==> config.mk <==
export PLATFORM = sky130hd
export DESIGN_NAME = pipeline_id_ex_skid
export DESIGN_NICKNAME = d
export VERILOG_FILES = /design/src/rtl/pipeline_id_ex_skid.sv
export SDC_FILE = /design/constraint.sdc
export NUM_CORES = 1
export LEC_CHECK = 0
export BUFFER_PORTS_ARGS = -buffer_cell sky130_fd_sc_hd__buf_2
export CORE_MARGIN = 1
export CORE_UTILIZATION = 54
export CTS_CLUSTER_DIAMETER = 200
export DETAILED_ROUTE_END_ITERATION = 8
export PLACE_DENSITY = 0.8
export SLEW_MARGIN = 20
export SYNTH_ARGS = -nofsm -noshare
export SYNTH_HDL_FRONTEND = slang
export SYNTH_SLANG_ARGS = --single-unit
==> constraint.sdc <==
create_clock -name clk -period 2.55 [get_ports clk]
set_input_delay 0.1275 -clock clk [delete_from_list [all_inputs] [get_ports clk]]
set_output_delay 0.1275 -clock clk [all_outputs]
set_load 0.01 [all_outputs]
==> src/rtl/pipeline_id_ex_skid.sv <==
// ID/EX pipeline stage with valid/ready handshake and a main + skid buffer.
// ready_D depends only on registered state, so Execute back-pressure never reaches Decode combinationally.
module pipeline_id_ex_skid #(
    parameter int WIDTH  = 32,
    parameter int REG_AW = 5,
    parameter int CNT_W  = 16
) (
    input  logic              clk,
    input  logic              rst,
    input  logic              flush,
    input  logic              valid_D,
    output logic              ready_D,
    input  logic [WIDTH-1:0]  RD1_D,
    input  logic [WIDTH-1:0]  RD2_D,
    input  logic [WIDTH-1:0]  PC_D,
    input  logic [WIDTH-1:0]  ImmExt_D,
    input  logic [WIDTH-1:0]  PCP4_D,
    input  logic [REG_AW-1:0] Rs1_D,
    input  logic [REG_AW-1:0] Rs2_D,
    input  logic [REG_AW-1:0] Rd_D,
    input  logic              RegWrite_D,
    input  logic [1:0]        ResultSrc_D,
    input  logic              MemWrite_D,
    input  logic [2:0]        PCsrc_D,
    input  logic [3:0]        ALUctrl_D,
    input  logic              ALUsrc_D,
    output logic              valid_E,
    input  logic              ready_E,
    output logic [WIDTH-1:0]  RD1_E,
    output logic [WIDTH-1:0]  RD2_E,
    output logic [WIDTH-1:0]  PC_E,
    output logic [WIDTH-1:0]  ImmExt_E,
    output logic [WIDTH-1:0]  PCP4_E,
    output logic [REG_AW-1:0] Rs1_E,
    output logic [REG_AW-1:0] Rs2_E,
    output logic [REG_AW-1:0] Rd_E,
    output logic              RegWrite_E,
    output logic [1:0]        ResultSrc_E,
    output logic              MemWrite_E,
    output logic [2:0]        PCsrc_E,
    output logic [3:0]        ALUctrl_E,
    output logic              ALUsrc_E,
    output logic [CNT_W-1:0]  stall_cnt
);

    localparam int CTL_W = 12;
    localparam int BW    = 5 * WIDTH + 3 * REG_AW + CTL_W;

    logic [BW-1:0]    main_q, main_d;
    logic [BW-1:0]    skid_q, skid_d;
    logic             main_v_q, main_v_d;
    logic             skid_v_q, skid_v_d;
    logic [CNT_W-1:0] cnt_q, cnt_d;

    logic [BW-1:0]    in_s;
    logic [CTL_W-1:0] ctl_s;
    logic             acc_s;
    logic             con_s;

    assign in_s = {RD1_D, RD2_D, PC_D, ImmExt_D, PCP4_D, Rs1_D, Rs2_D, Rd_D,
                   RegWrite_D, ResultSrc_D, MemWrite_D, PCsrc_D, ALUctrl_D, ALUsrc_D};

    assign ready_D = !skid_v_q;
    assign valid_E = main_v_q;
    assign acc_s   = valid_D & ready_D & !flush;
    assign con_s   = main_v_q & ready_E;
    assign stall_cnt = cnt_q;

    assign {RD1_E, RD2_E, PC_E, ImmExt_E, PCP4_E, Rs1_E, Rs2_E, Rd_E, ctl_s} = main_q;

    // Bubble gating: control fields read zero whenever no valid bundle is presented.
    always_comb begin
        RegWrite_E  = 1'b0;
        ResultSrc_E = 2'b00;
        MemWrite_E  = 1'b0;
        PCsrc_E     = 3'b000;
        ALUctrl_E   = 4'b0000;
        ALUsrc_E    = 1'b0;
        if (main_v_q) begin
            {RegWrite_E, ResultSrc_E, MemWrite_E, PCsrc_E, ALUctrl_E, ALUsrc_E} = ctl_s;
        end else begin
            RegWrite_E  = 1'b0;
            MemWrite_E  = 1'b0;
        end
    end

    // Next-state for both entries and the stall counter; flush drops valids but keeps data.
    always_comb begin
        main_d   = main_q;
        skid_d   = skid_q;
        main_v_d = main_v_q;
        skid_v_d = skid_v_q;
        cnt_d    = cnt_q;
        if (flush) begin
            main_v_d = 1'b0;
            skid_v_d = 1'b0;
        end else begin
            if (main_v_q && !ready_E && (cnt_q != {CNT_W{1'b1}})) begin
                cnt_d = cnt_q + {{(CNT_W-1){1'b0}}, 1'b1};
            end else begin
                cnt_d = cnt_q;
            end
            if (!main_v_q || con_s) begin
                if (skid_v_q) begin
                    main_d   = skid_q;
                    main_v_d = 1'b1;
                    skid_v_d = 1'b0;
                end else if (acc_s) begin
                    main_d   = in_s;
                    main_v_d = 1'b1;
                end else begin
                    main_v_d = 1'b0;
                end
            end else if (acc_s) begin
                skid_d   = in_s;
                skid_v_d = 1'b1;
            end else begin
                skid_v_d = skid_v_q;
            end
        end
    end

    // State registers with synchronous reset.
    always_ff @(posedge clk) begin
        if (rst) begin
            main_q   <= {BW{1'b0}};
            skid_q   <= {BW{1'b0}};
            main_v_q <= 1'b0;
            skid_v_q <= 1'b0;
            cnt_q    <= {CNT_W{1'b0}};
        end else begin
            main_q   <= main_d;
            skid_q   <= skid_d;
            main_v_q <= main_v_d;
            skid_v_q <= skid_v_d;
            cnt_q    <= cnt_d;
        end
    end

endmodule

# == Word-level counts from Yosys, hierarchy flattened ==
# Index checks and enable logic that the tools add are counted.
# totals
inputBits,192
ff_bits,392
elab_cells,35
# op_classes
n_eq_ne,1
addsub,1
n_mux,10
n_bitwise,5
n_reduce_logical,13
# op_table
cell,count
$mux 187,2
$add 16x1->16 const B,1
$ne 16x16->1 const B,1
$reduce_and 3->1,2
$mux 1,5
$logic_not 1->1,4
$mux 4,1
$and 1x1->1,3
$mux 3,1
$reduce_or 3->1,1
$logic_and 1x1->1,2
$mux 2,1
$not 1->1,2
$reduce_and 2->1,1
$reduce_bool 2->1,1
$reduce_or 2->1,1
$logic_or 1x1->1,1

# == Logic depth before layout (Yosys ltp) ==
# Gate-level depths: netlist of run 1.
# logic_depth
ltp_word,5
ltp_mapped,8
mapped_depth_nobuf,5

# == Least setup slack after synthesis of run 1 ==
# No wires, ideal clock.
# synth_timing
path_kind,register to register
start,"register cnt_q[0], in the netlist stall_cnt[0]"
end,"register cnt_q[1], in the netlist stall_cnt[1]"
slack_ns,0.531
path_stages_with_launch,7
t_arrival_ns,1.892
n_path_buf,1
period_less_slack_ns,2.019
required_time_ns,2.422
path_cell_list,dfxtp_1 > ha_1 > nand4_1 > o41ai_1 > buf_2 > mux2i_1 > nor2_1
# synth_between
elab_chain_cells,3
elab_cells_between_ends,4
cone_classes,add/sub (1); eq/ne (1); reduce/logical (2)
# synth_rtl
item,line_no,source
from (decl),53,"logic [CNT_W-1:0] cnt_q, cnt_d;"
from (signal assigned),130,cnt_q <= {CNT_W{1'b0}};
from (signal assigned),136,cnt_q <= cnt_d;
"parallel branches: the longest is 3 deep, another holds $add 16x1->16",--,
# Several ways; the timed one is not identified.
# A chain may end at the register's enable or synchronous reset.

# == Worst setup path after layout of run 1 ==
# layout_timing
start,"register main_v_q, in the netlist valid_E"
end,register skid_q[75]
# layout_between
elab_chain_cells,4
elab_cells_between_ends,5
cone_classes,bitwise (2); reduce/logical (3)
# layout_rtl
item,line_no,source
from (decl),51,"logic main_v_q, main_v_d;"
from (signal assigned),134,main_v_q <= main_v_d;
$and 1x1->1 or $logic_not 1->1 (tied branches),"66, 103",
$logic_or 1x1->1 (*),103,if (!main_v_q || con_s) begin
$not 1->1 (no source line) (*),--,
$reduce_and 3->1 (no source line) (*),--,
to (signal assigned),127,skid_q <= {BW{1'b0}};
to (signal assigned),133,skid_q <= skid_d;
to (decl),50,"logic [BW-1:0] skid_q, skid_d;"
# Mark *: on every way between the ends. The rest lies on a longest branch, timed or not.

==> insert_results.sql, run 1 <==
INSERT INTO impl_metrics (metric_group, metric, value, unit) VALUES
('drt', 'drt-total-wl', '46300', 'um'),
('floorplan', 'ioPinCount', '397', ''),
('placement', 'placement.cell_area', '17600', 'sq um'),
('clock_network', 'clock_tree.root_cell', 'sky130_fd_sc_hd__clkbuf_16', ''),
('sta', 'timing.max_slew.rel_slack', '0.355', ''),
('cells_and_area', 'final_net_count', '2458', ''),
('cells_and_area', 'post_route_cells_drive_above_1_share', '0.220', ''),
('clock_network', 'htree_num_levels', '2', ''),
('grt', 'grt_use_met1', '0.318', ''),
('pwr', 'power_density', '689', 'nW/um^2'),
('synth', 'most_used_dff_post_synth', 'sky130_fd_sc_hd__dfxtp_1', ''),
('grt', 'met3_track_utilization_from_global_routing', '0.0705', ''),
('pwr', 'power_leakage', '8.03', 'nW'),
('synth', 'ys_ff_latch', '392', ''),
('sta', 'timing.setup.tns', '0', 'ns'),
('drt', 'drc', '0', ''),
('pwr', 'irDropWorstVdd', '0.000710', 'V'),
('sta', 'number_of_failing_setup_endpoints_in_the_final_timing_report', '0', ''),
('worst_setup_path', 'start_kind', 'flip-flop', ''),
('sta', 'clock_skew', '0.0103', 'ns'),
('worst_setup_path', 'worstPathMaxFanout', '113', ''),
('clock_network', 'max-clock-path-buffers', '3', ''),
('worst_setup_path', 'setup.reg_to_reg.worst_slack', '0.34', 'ns'),
('drt', 'vias', '14900', ''),
('synth', 'synth_commonest_cells', 'sky130_fd_sc_hd__dfxtp_1 (392), sky130_fd_sc_hd__nand2_1 (379), sky130_fd_sc_hd__a21oi_1 (198)', ''),
('synth', 'synthesis.area_per_instance', '8.61', 'sq um'),
('clock_network', 'clk_pin_slew_worst_paths', '0.06', 'ns'),
('worst_setup_path', 'arrival_time_of_data_at_the_critical_path_endpoint', '2.64', 'ns'),
('placement', 'gp_congestion', '0.840', ''),
('sta', 'timing_hold_violations_final', '0', ''),
('sta', 'slack_of_the_critical_path', '0.343', 'ns'),
('synth', 'post_synth_num_cell_types', '32', ''),
('cells_and_area', 'flip_flop_and_latch_area', '7850', 'sq um'),
('drt', 'wl_per_cell', '17.2', 'um'),
('cells_and_area', 'stdcell_area', '21100', 'sq um'),
('synth', 'synth_cells', '1934', ''),
('grt', 'antenna_violations_before_repair', '3', ''),
('grt', 'gr-usage-met2', '0.484', ''),
('sta', 'layout_min_cycle_time', '2.21', 'ns'),
('min_path', 'hold_path.class', 'input port to flip-flop', ''),
('synth', 'yosysMostFrequentCell', 'sky130_fd_sc_hd__dfxtp_1', ''),
('worst_setup_path', 'worst_r2r_path_depth', '5', ''),
('floorplan', 'die_w', '178', 'um'),
('sta', 'finalCritPeriodShare', '0.865', ''),
('sta', 'grt_setup_unrepaired', 'no', ''),
('synth', 'synthesis.area', '16600', 'sq um'),
('placement', 'place_worst_setup_slack', '0.412', 'ns'),
('synth', 'synth_edf_count', '0', ''),
('grt', 'busiest_layer', 'met2', ''),
('clock_network', 'tritoncts.num_buffers', '42', ''),
('grt', 'grt_first_pass_wirelength', '71700', 'um'),
('worst_setup_path', 'worstSetupPathType', 'flip-flop to flip-flop', ''),
('grt', 'maximum_number_of_pins_on_one_net_before_global_route_repair', '171', ''),
('synth', 'yosys.area.top_type', 'sky130_fd_sc_hd__dfxtp_1', ''),
('drt', 'detailedRoute.firstIterationViolations', '1108', ''),
('min_path', 'holdPathStages', '2', ''),
('clock_network', 'tritoncts', 'yes', ''),
('sta', 'timing.hold.ws', '0.132', 'ns'),
('synth', 'synth_nets', '2127', ''),
('placement', 'post-dp-hpwl', '25000', 'um'),
('sta', 'finalMaxSlewViolations', '0', ''),
('drt', 'firstDrtPassIters', '5', ''),
('outcome', 'status', 'complete, no violations', ''),
('clock_network', 'insertion_delay_of_the_later_clocked_pin_in_the_worst_skew_pair', '0.52', 'ns'),
('worst_setup_path', 'critical_path.endpoint_type', 'flip-flop', ''),
('synth', 'synth_sequential_area_ratio', '0.471', ''),
('floorplan', 'die_h', '178', 'um'),
('worst_setup_path', 'crit_required', '2.98', 'ns'),
('grt', 'overall_global_routing_resource_usage', '0.278', ''),
('synth', 'synth_area_leaders', 'sky130_fd_sc_hd__dfxtp_1 (47%), sky130_fd_sc_hd__mux2i_1 (11%), sky130_fd_sc_hd__nand2_1 (8.5%)', ''),
('cells_and_area', 'fill_cells', '2072', '');
## routing by layer
| layer | share of wire | vias up | wire length, um |
|---|---|---|---|
| met1 | 0.39 | 7002 | 17800 |
| met3 | 0.079 | 166 | 3640 |
| met4 | 0.042 | 0 | 1950 |
| li1 | - | 7089 | - |
| met5 | 0 | - | 0 |
| met2 | 0.49 | 664 | 22900 |
## placed cells by master, fill, tap and decap left out, types with 2 or more instances in the layout
cell type                       count
sky130_fd_sc_hd__buf_2            395
sky130_fd_sc_hd__dfxtp_1          391
sky130_fd_sc_hd__nand2_1          379
sky130_fd_sc_hd__a21oi_1          198
sky130_fd_sc_hd__nor2_1           194
sky130_fd_sc_hd__dlygate4sd3_1    191
sky130_fd_sc_hd__mux2i_1          188
sky130_fd_sc_hd__a211oi_1         187
sky130_fd_sc_hd__clkbuf_16         45
sky130_fd_sc_hd__buf_12            14
sky130_fd_sc_hd__clkinv_2          13
sky130_fd_sc_hd__and2_1            12
sky130_fd_sc_hd__buf_4             10
sky130_fd_sc_hd__clkbuf_8           7
sky130_fd_sc_hd__diode_2            6
sky130_fd_sc_hd__or3_1              6
sky130_fd_sc_hd__o31ai_1            6
sky130_fd_sc_hd__or4_1              6
sky130_fd_sc_hd__bufinv_16          6
sky130_fd_sc_hd__o21ai_0            5
sky130_fd_sc_hd__nor2b_1            4
sky130_fd_sc_hd__nand3_1            4
sky130_fd_sc_hd__nand4_1            4
sky130_fd_sc_hd__clkinvlp_4         4
sky130_fd_sc_hd__mux2_2             3
sky130_fd_sc_hd__inv_1              3
sky130_fd_sc_hd__nor3_1             3
sky130_fd_sc_hd__nor4_1             2
sky130_fd_sc_hd__clkbuf_1           2
## registers in the layout, indices dropped and copies added (netlist names)
register	cells
skid_q	187
stall_cnt	16
main_q	187
valid_E	1
skid_v_q	1
## power by group
group	internal, W	switching (W)
registers	0.00635	0.000128
clock network	0.00403	0.00253
logic	0.000683	0.000792
total	0.0111	0.00345
## what timing repair did
action                                 4_1_cts  5_1_grt
hold buffers                               191        0
endpoints found under the hold margin      366        0
buffers inserted                             0        0
## final timing paths
kind | startpoint | to
hold / removal | rst | skid_q[182]$_SDFFE_PP0P_
setup reg to reg | valid_E$_SDFFE_PP0P_ | skid_q[75]$_SDFFE_PP0P_
hold reg to reg | skid_q[157]$_SDFFE_PP0P_ | skid_q[157]$_SDFFE_PP0P_
setup / recovery | valid_E$_SDFFE_PP0P_ | skid_q[75]$_SDFFE_PP0P_
## kinds of logic (layout without fill, tap and decap cells)
group	Yosys count	count (layout)	share of synthesized area
simple gates	624	624	0.149
compound gates	398	398	0.149
flops	392	392	0.471
buf+inv	327	692	0.114
mux	191	191	0.115
fa+ha+maj	1	1	0.000751
xor+xnor	1	1	0.000526
other cells	0	6	0
## stage by stage
step	total power, W	util	instances
finish	0.0145	0.703	2695
global route	0.0150	0.703	2692
CTS	0.0145	0.703	2689
detailed placement	0.00779	0.588	2420
global placement	0.00775	0.588	2420
floorplan	0.00748	-	1934
## layout make-up
type,instances,share of cell area
multi-input combinational,1215,0.329
tap,390,0.0232
sequential,392,0.373
antenna,6,0.000713
clock buffer,54,0.0584
timing repair buffer,611,0.202
inverter,3,0.000534
clock inverter,24,0.0136
## worst max-delay path: stages (launching register included)
cell and delay [ns]:
sky130_fd_sc_hd__dfxtp_1 0.40, sky130_fd_sc_hd__nor3b_1 0.55, sky130_fd_sc_hd__and3_4 0.32, sky130_fd_sc_hd__buf_12 0.38, sky130_fd_sc_hd__nand2_1 0.13, sky130_fd_sc_hd__a21oi_1 0.20
Note: power is estimated with default switching activity, not from simulation.
==> run 2: changes to the inputs <==
- RECOVER_POWER: not set -> 25
==> run 2 against run 1 <==
  * Register-to-register slack hardly changed
  * First-iteration DRC count shrank 1.6%
  * Clock skew down 0.00060 ns
  * Non-clock buffer count stayed put
  * Critical endpoint unchanged
  * Highest routed layer unchanged
==> insert_results.sql, run 2 (synthesized netlist as in run 1, its figures left out) <==
INSERT INTO impl_metrics (metric_group, metric, value, unit) VALUES
('outcome', 'status', 'complete, no violations', ''),
('grt', 'antenna_violations_before_repair', '3', ''),
('pwr', 'power_leakage', '7.45', 'nW'),
('cells_and_area', 'layout.cells.most_common', 'sky130_fd_sc_hd__dfxtp_1', ''),
('sta', 'layout_min_cycle_time', '2.21', 'ns'),
('sta', 'timing.max_slew.rel_slack', '0.376', ''),
('clock_network', 'clock_tree.root_cell', 'sky130_fd_sc_hd__clkbuf_16', ''),
('clock_network', 'insertion_delay_of_the_later_clocked_pin_in_the_worst_skew_pair', '0.52', 'ns'),
('pwr', 'power_density', '694', 'nW/um^2'),
('cells_and_area', 'finish.cell_count_without_fillers', '2695', ''),
('placement', 'gp_congestion', '0.840', ''),
('cells_and_area', 'final_net_count', '2458', ''),
('drt', 'detailedRoute.firstIterationViolations', '1090', ''),
('cells_and_area', 'synthToLayoutAreaGrowth', '25.4', '%'),
('worst_setup_path', 'startpoint_of_the_worst_setup_timing_path', 'valid_E$_SDFFE_PP0P_', ''),
('clock_network', 'tritoncts', 'yes', ''),
('grt', 'grt_first_pass_wirelength', '71700', 'um'),
('clock_network', 'tritoncts.num_buffers', '42', ''),
('sta', 'highest_achievable_clock_rate', '452', 'MHz'),
('clock_network', 'cts_sinks', '392', ''),
('floorplan', 'start_util', '0.556', ''),
('sta', 'timing.setup.tns', '0', 'ns'),
('drt', 'drc', '0', ''),
('floorplan', 'ioPinCount', '397', ''),
('floorplan', 'floorplan.rows', '63', ''),
('worst_setup_path', 'crit-reg2reg-launch', 'valid_E$_SDFFE_PP0P_', ''),
('worst_setup_path', 'worstPathMaxFanout', '113', ''),
('worst_setup_path', 'timing.rr.end', 'skid_q[75]$_SDFFE_PP0P_', ''),
('worst_setup_path', 'setup.reg_to_reg.worst_slack', '0.34', 'ns'),
('clock_network', 'max-clock-path-buffers', '3', ''),
('pwr', 'irDropWorstVdd', '0.000708', 'V'),
('worst_setup_path', 'setup.worst_path.end', 'skid_q[75]$_SDFFE_PP0P_', ''),
('min_path', 'hold_path.class', 'input port to flip-flop', ''),
('sta', 'grt_setup_unrepaired', 'no', ''),
('drt', 'firstDrtPassIters', '7', ''),
('run', 'maxcap_viol_count', '0', ''),
('drt', 'drt-total-wl', '46300', 'um'),
('sta', 'actual_transition_at_the_worst_max_transition_pin', '0.936', 'ns'),
('clock_network', 'clk_pin_slew_worst_paths', '0.06', 'ns'),
('sta', 'finalMaxSlewViolations', '0', ''),
('pwr', 'finalPower', '0.0145', 'W'),
('sta', 'finalCritPeriodShare', '0.867', ''),
('worst_setup_path', 'crit_required', '2.99', 'ns'),
('grt', 'overall_global_routing_resource_usage', '0.278', ''),
('grt', 'globalRoute.totalOverflow', '0', ''),
('placement', 'post-dp-hpwl', '25000', 'um'),
('worst_setup_path', 'worstSetupPathType', 'flip-flop to flip-flop', ''),
('sta', 'clock_skew', '0.00971', 'ns'),
('placement', 'numPortBuffers', '396', ''),
('clock_network', 'htree_num_levels', '2', ''),
('floorplan', 'die_h', '178', 'um'),
('cells_and_area', 'post_route_cells_drive_above_1_share', '0.155', ''),
('drt', 'vias', '14900', ''),
('drt', 'post_drt_via_cell_ratio', '5.53', ''),
('worst_setup_path', 'worst_r2r_path_depth', '5', ''),
('placement', 'numPlacedInstances', '2420', ''),
('worst_setup_path', 'start_kind', 'flip-flop', ''),
('worst_setup_path', 'arrival_time_of_data_at_the_critical_path_endpoint', '2.65', 'ns'),
('sta', 'timing_hold_violations_final', '0', ''),
('floorplan', 'die_w', '178', 'um'),
('drt', 'drtAntennaViolNets', '0', ''),
('drt', 'wl_per_cell', '17.2', 'um'),
('worst_setup_path', 'critical_path.endpoint_type', 'flip-flop', ''),
('floorplan', 'core-area', '30000', 'sq um'),
('cells_and_area', 'final_cell_mix', 'sky130_fd_sc_hd__dfxtp_1 (391), sky130_fd_sc_hd__nand2_1 (379), sky130_fd_sc_hd__buf_2 (246)', ''),
('sta', 'number_of_failing_setup_endpoints_in_the_final_timing_report', '0', ''),
('grt', 'maximum_number_of_pins_on_one_net_before_global_route_repair', '171', ''),
('floorplan', 'total_die_area', '31500', 'sq um'),
('clock_network', 'cts.hold.buffers_added', '191', ''),
('clock_network', 'cts-resized-gates', '0', ''),
('grt', 'grt_pass1_vias', '14400', ''),
('placement', 'placement.cell_area', '17600', 'sq um'),
('clock_network', 'cts.repair_timing.setup_buffer_count', '0', ''),
('cells_and_area', 'stdcell_area', '20900', 'sq um');
[run 2: cell count changes in the layout (fill, tap and decap cells not counted), sizes merged]
cell	before	now
buf	420	271
clkbuf	54	203
[run 2: critical path, cell delays in order (launching register included)]
cell	delay, ns
sky130_fd_sc_hd__dfxtp_1	0.40
sky130_fd_sc_hd__nor3b_1	0.56
sky130_fd_sc_hd__and3_4	0.32
sky130_fd_sc_hd__buf_12	0.39
sky130_fd_sc_hd__nand2_1	0.13
sky130_fd_sc_hd__a21oi_1	0.20
[run 2: report_power, final]
part           leakage, nW  switching, W  internal [W]
Sequential            3.20      0.000133       0.00635
Combinational         3.50      0.000793      0.000640
Clock                0.750       0.00254       0.00403
[run 2: how the worst min path moves through the flow]
| stage | from | to | cells after the start |
|---|---|---|---|
| final | rst | skid_q[182]$_SDFFE_PP0P_ | 2 |
| after global routing | rst | skid_q[182]$_SDFFE_PP0P_ | 2 |
| after CTS | rst | stall_cnt[12]$_SDFFE_PP0P_ | 2 |
| after detailed placement | ImmExt_D[10] | skid_q[69]$_SDFFE_PP0P_ | 3 |
| after global placement | RD2_D[27] | skid_q[150]$_SDFFE_PP0P_ | 3 |
| after floorplan | flush | valid_E$_SDFFE_PP0P_ | 1 |
[run 2: metal layers]
metal | share of wire | track usage | vias to the layer above
li1 | - | - | 7100
met1 | 0.39 | 0.318 | 6966
met2 | 0.49 | 0.484 | 687
met3 | 0.080 | 0.0705 | 160
met4 | 0.042 | 0.131 | 0
met5 | 0 | 0 | -
[run 2: per-stage QoR]
stage,util,hold slack (ns),worst slack (ns)
6_report,0.697,0.133,0.340
5_1_grt,0.697,0.154,0.222
4_1_cts,0.703,0.125,0.412
3_5_place_dp,0.588,0.384,0.412
3_3_place_gp,0.588,0.378,0.501
2_1_floorplan,-,0.207,0.531
[run 2: area by class of cell]
type	instances	area, sq um
Timing Repair Buffer	611	4070
Clock inverter	24	287
Tap cell	390	488
Inverter	3	11.3
Antenna cell	6	15.0
Multi-Input combinational cell	1215	6930
Sequential cell	392	7850
Clock buffer	54	1230
Fill cell	2170	9070
==> run 3: changes to the inputs <==
- CORE_ASPECT_RATIO: not set -> 1.1
- REMOVE_ABC_BUFFERS: not set -> 1
- clock period: 2.55 -> 2.4 ns (I/O delays scaled with it)
==> run 3 against run 2 <==
  * Utilization down 1.5 points
  * Clock power shrank 7.0%
  * Clock skew up 0.0079 ns
  * Design area fell by 0.55%
  * Maximum frequency up 0.53%
  * Setup slack lost 0.14 ns
  * Combinational power rose by 8%
  * Non-clock buffer count is 10 higher
  * Total power grew 0.44%
  * Largest power group is now sequential cells
==> insert_results.sql, run 3 (synthesized netlist as in run 1, its figures left out) <==
INSERT INTO impl_metrics (metric_group, metric, value, unit) VALUES
('floorplan', 'start_util', '0.547', ''),
('sta', 'timing_hold_violations_final', '0', ''),
('min_path', 'hold_path.class', 'input port to flip-flop', ''),
('worst_setup_path', 'worstSetupPathType', 'flip-flop to flip-flop', ''),
('sta', 'timing.hold.ws', '0.0540', 'ns'),
('cells_and_area', 'post_route_cells_drive_above_1_share', '0.152', ''),
('pwr', 'power_frac_clock', '0.420', ''),
('cells_and_area', 'multi_input_area', '6930', 'sq um'),
('placement', 'place_worst_setup_slack', '0.304', 'ns'),
('clock_network', 'max-clock-path-buffers', '3', ''),
('clock_network', 'cts-resized-gates', '0', ''),
('grt', 'globalRoute.totalOverflow', '0', ''),
('grt', 'antenna_violations_before_repair', '1', ''),
('clock_network', 'tritoncts.num_buffers', '40', ''),
('sta', 'slack_of_the_critical_path', '0.201', 'ns'),
('pwr', 'pwr-share-seq', '0.474', ''),
('sta', 'clock_skew', '0.0176', 'ns'),
('cells_and_area', 'fill_cells', '2235', ''),
('pwr', 'netSwitchingPower', '0.00349', 'W'),
('outcome', 'status', 'complete, no violations', ''),
('cells_and_area', 'final_cell_mix', 'sky130_fd_sc_hd__dfxtp_1 (391), sky130_fd_sc_hd__nand2_1 (379), sky130_fd_sc_hd__buf_2 (246)', ''),
('clock_network', 'htree_num_levels', '2', ''),
('min_path', 'holdPathStages', '3', ''),
('pwr', 'intPower', '0.0111', 'W'),
('placement', 'post-dp-hpwl', '25900', 'um'),
('pwr', 'irDropWorstVdd', '0.000660', 'V'),
('sta', 'timing.max_slew.rel_slack', '0.458', ''),
('pwr', 'power_leakage', '7.39', 'nW'),
('clock_network', 'insertion_delay_of_the_later_clocked_pin_in_the_worst_skew_pair', '0.53', 'ns'),
('grt', 'grt_pass1_vias', '15100', ''),
('floorplan', 'core-area', '30400', 'sq um'),
('cells_and_area', 'finish.utilization', '0.682', ''),
('pwr', 'power_density', '701', 'nW/um^2'),
('floorplan', 'die_h', '186', 'um'),
('grt', 'grt_first_pass_wirelength', '74500', 'um'),
('drt', 'wl_per_cell', '17.4', 'um'),
('drt', 'post_drt_via_cell_ratio', '5.58', ''),
('floorplan', 'floorplan.rows', '67', ''),
('pwr', 'power.switching_fraction', '0.240', ''),
('worst_setup_path', 'worstPathMaxFanout', '31', ''),
('sta', 'timing.setup.tns', '0', 'ns'),
('worst_setup_path', 'critical_path.endpoint_type', 'flip-flop', ''),
('sta', 'finalMaxSlewViolations', '0', ''),
('pwr', 'finalPower', '0.0146', 'W'),
('cells_and_area', 'flip_flop_and_latch_area', '7850', 'sq um'),
('drt', 'vias', '15200', ''),
('worst_setup_path', 'timing.rr.end', 'skid_q[125]$_SDFFE_PP0P_', ''),
('drt', 'drc', '0', ''),
('sta', 'number_of_failing_setup_endpoints_in_the_final_timing_report', '0', ''),
('floorplan', 'ioPinCount', '397', ''),
('worst_setup_path', 'crit_required', '2.84', 'ns'),
('sta', 'actual_transition_at_the_worst_max_transition_pin', '0.813', 'ns'),
('sta', 'grt_setup_unrepaired', 'no', ''),
('worst_setup_path', 'arrival_time_of_data_at_the_critical_path_endpoint', '2.64', 'ns'),
('pwr', 'power.combinational.fraction', '0.106', ''),
('drt', 'firstDrtPassIters', '5', ''),
('cells_and_area', 'layout.cells.most_common', 'sky130_fd_sc_hd__dfxtp_1', ''),
('sta', 'finalCritPeriodShare', '0.916', ''),
('sta', 'highest_achievable_clock_rate', '455', 'MHz'),
('run', 'maxcap_viol_count', '0', ''),
('min_path', 'timing.hold.worst.start', 'valid_D', ''),
('clock_network', 'cts_sinks', '392', ''),
('clock_network', 'tritoncts', 'yes', ''),
('worst_setup_path', 'worst_r2r_path_depth', '8', ''),
('worst_setup_path', 'start_kind', 'flip-flop', ''),
('grt', 'overall_global_routing_resource_usage', '0.290', ''),
('floorplan', 'die_w', '169', 'um'),
('drt', 'drtAntennaViolNets', '0', ''),
('clock_network', 'clk_pin_slew_worst_paths', '0.06', 'ns'),
('floorplan', 'total_die_area', '31500', 'sq um'),
('drt', 'detailedRoute.firstIterationViolations', '1221', ''),
('worst_setup_path', 'startpoint_of_the_worst_setup_timing_path', 'valid_E$_SDFFE_PP0P_', ''),
('min_path', 'hold_path_sink', 'skid_v_q$_SDFFE_PP0P_', ''),
('worst_setup_path', 'setup.reg_to_reg.worst_slack', '0.20', 'ns'),
('cells_and_area', 'synthToLayoutAreaGrowth', '24.7', '%'),
('placement', 'numPortBuffers', '396', ''),
('cells_and_area', 'final_net_count', '2466', ''),
('drt', 'drt-total-wl', '47200', 'um'),
('sta', 'layout_min_cycle_time', '2.20', 'ns'),
('placement', 'gp_congestion', '0.872', ''),
('clock_network', 'clock_tree.root_cell', 'sky130_fd_sc_hd__clkbuf_16', ''),
('grt', 'maximum_number_of_pins_on_one_net_before_global_route_repair', '102', ''),
('worst_setup_path', 'crit-reg2reg-launch', 'valid_E$_SDFFE_PP0P_', '');
==> run 3: cell types whose count changed in the layout (fill, tap and decap cells not counted), moves of 3 or more <==
cell / change
sky130_fd_sc_hd__buf_12: +3
sky130_fd_sc_hd__clkinv_2: -9
sky130_fd_sc_hd__bufinv_16: -4
sky130_fd_sc_hd__clkbuf_16: -4
sky130_fd_sc_hd__clkinvlp_4: -4
sky130_fd_sc_hd__clkbuf_1: +8
sky130_fd_sc_hd__buf_4: +9
sky130_fd_sc_hd__diode_2: -5
==> run 3: final cells by class <==
class                      instances  area share
timing repair buffer             621       0.201
tap                              414      0.0249
sequential                       392       0.378
antenna                            1    0.000120
clock buffer                      60      0.0572
multi-input combinational       1215       0.334
clock inverter                     7     0.00428
inverter                           3    0.000542
==> run 3: per-stage QoR <==
stage | area, sq um | cells
2_1_floorplan | 14800 | 1610
3_3_place_gp | 17800 | 2456
3_5_place_dp | 17800 | 2456
4_1_cts | 21000 | 2712
5_1_grt | 20800 | 2713
6_report | 20800 | 2713
==> run 3: worst max-delay path by stage <==
stage | end | slack [ns] | cells past startpoint
after global routing | skid_q[125]$_SDFFE_PP0P_ | 0.05 | 8
final | skid_q[125]$_SDFFE_PP0P_ | 0.20 | 8
after CTS | stall_cnt[12]$_SDFFE_PP0P_ | 0.28 | 5
after detailed placement | stall_cnt[14]$_SDFFE_PP0P_ | 0.30 | 5
after global placement | stall_cnt[12]$_SDFFE_PP0P_ | 0.35 | 5
after floorplan | main_q[0]$_SDFFE_PP0P_ | -24.28 | 3
==> run 3: power by group through the flow <==
stage | sequential [W] | combinational, W | clock, W
global route | 0.00692 | 0.00168 | 0.00645
global placement | 0.00701 | 0.00124 | 0
detailed placement | 0.00702 | 0.00127 | 0
finish | 0.00690 | 0.00155 | 0.00611
CTS | 0.00688 | 0.00153 | 0.00617
floorplan | 0.00712 | 0.000711 | 0
==> run 3: worst max-delay path, stage by stage (launching register included) <==
cell and delay (ns):
sky130_fd_sc_hd__dfxtp_1 0.45, sky130_fd_sc_hd__buf_4 0.19, sky130_fd_sc_hd__nor3b_1 0.30, sky130_fd_sc_hd__buf_4 0.20
sky130_fd_sc_hd__and3_4 0.22, sky130_fd_sc_hd__buf_12 0.22, sky130_fd_sc_hd__buf_4 0.24, sky130_fd_sc_hd__nand2_1 0.11
sky130_fd_sc_hd__a21oi_1 0.18
==> run 3: layer usage <==
metal	global-route usage	vias up	wire length, um	part of all wire
li1	-	7083	-	-
met1	0.325	7133	17900	0.38
met2	0.498	709	23100	0.49
met3	0.0738	227	3460	0.073
met4	0.173	0	2640	0.056
met5	0	-	0	0
==> run 3: what timing repair did <==
action | CTS | global route
setup buffers | 0 | 0
endpoints found under the hold margin | 371 | 0
hold buffers | 189 | 0
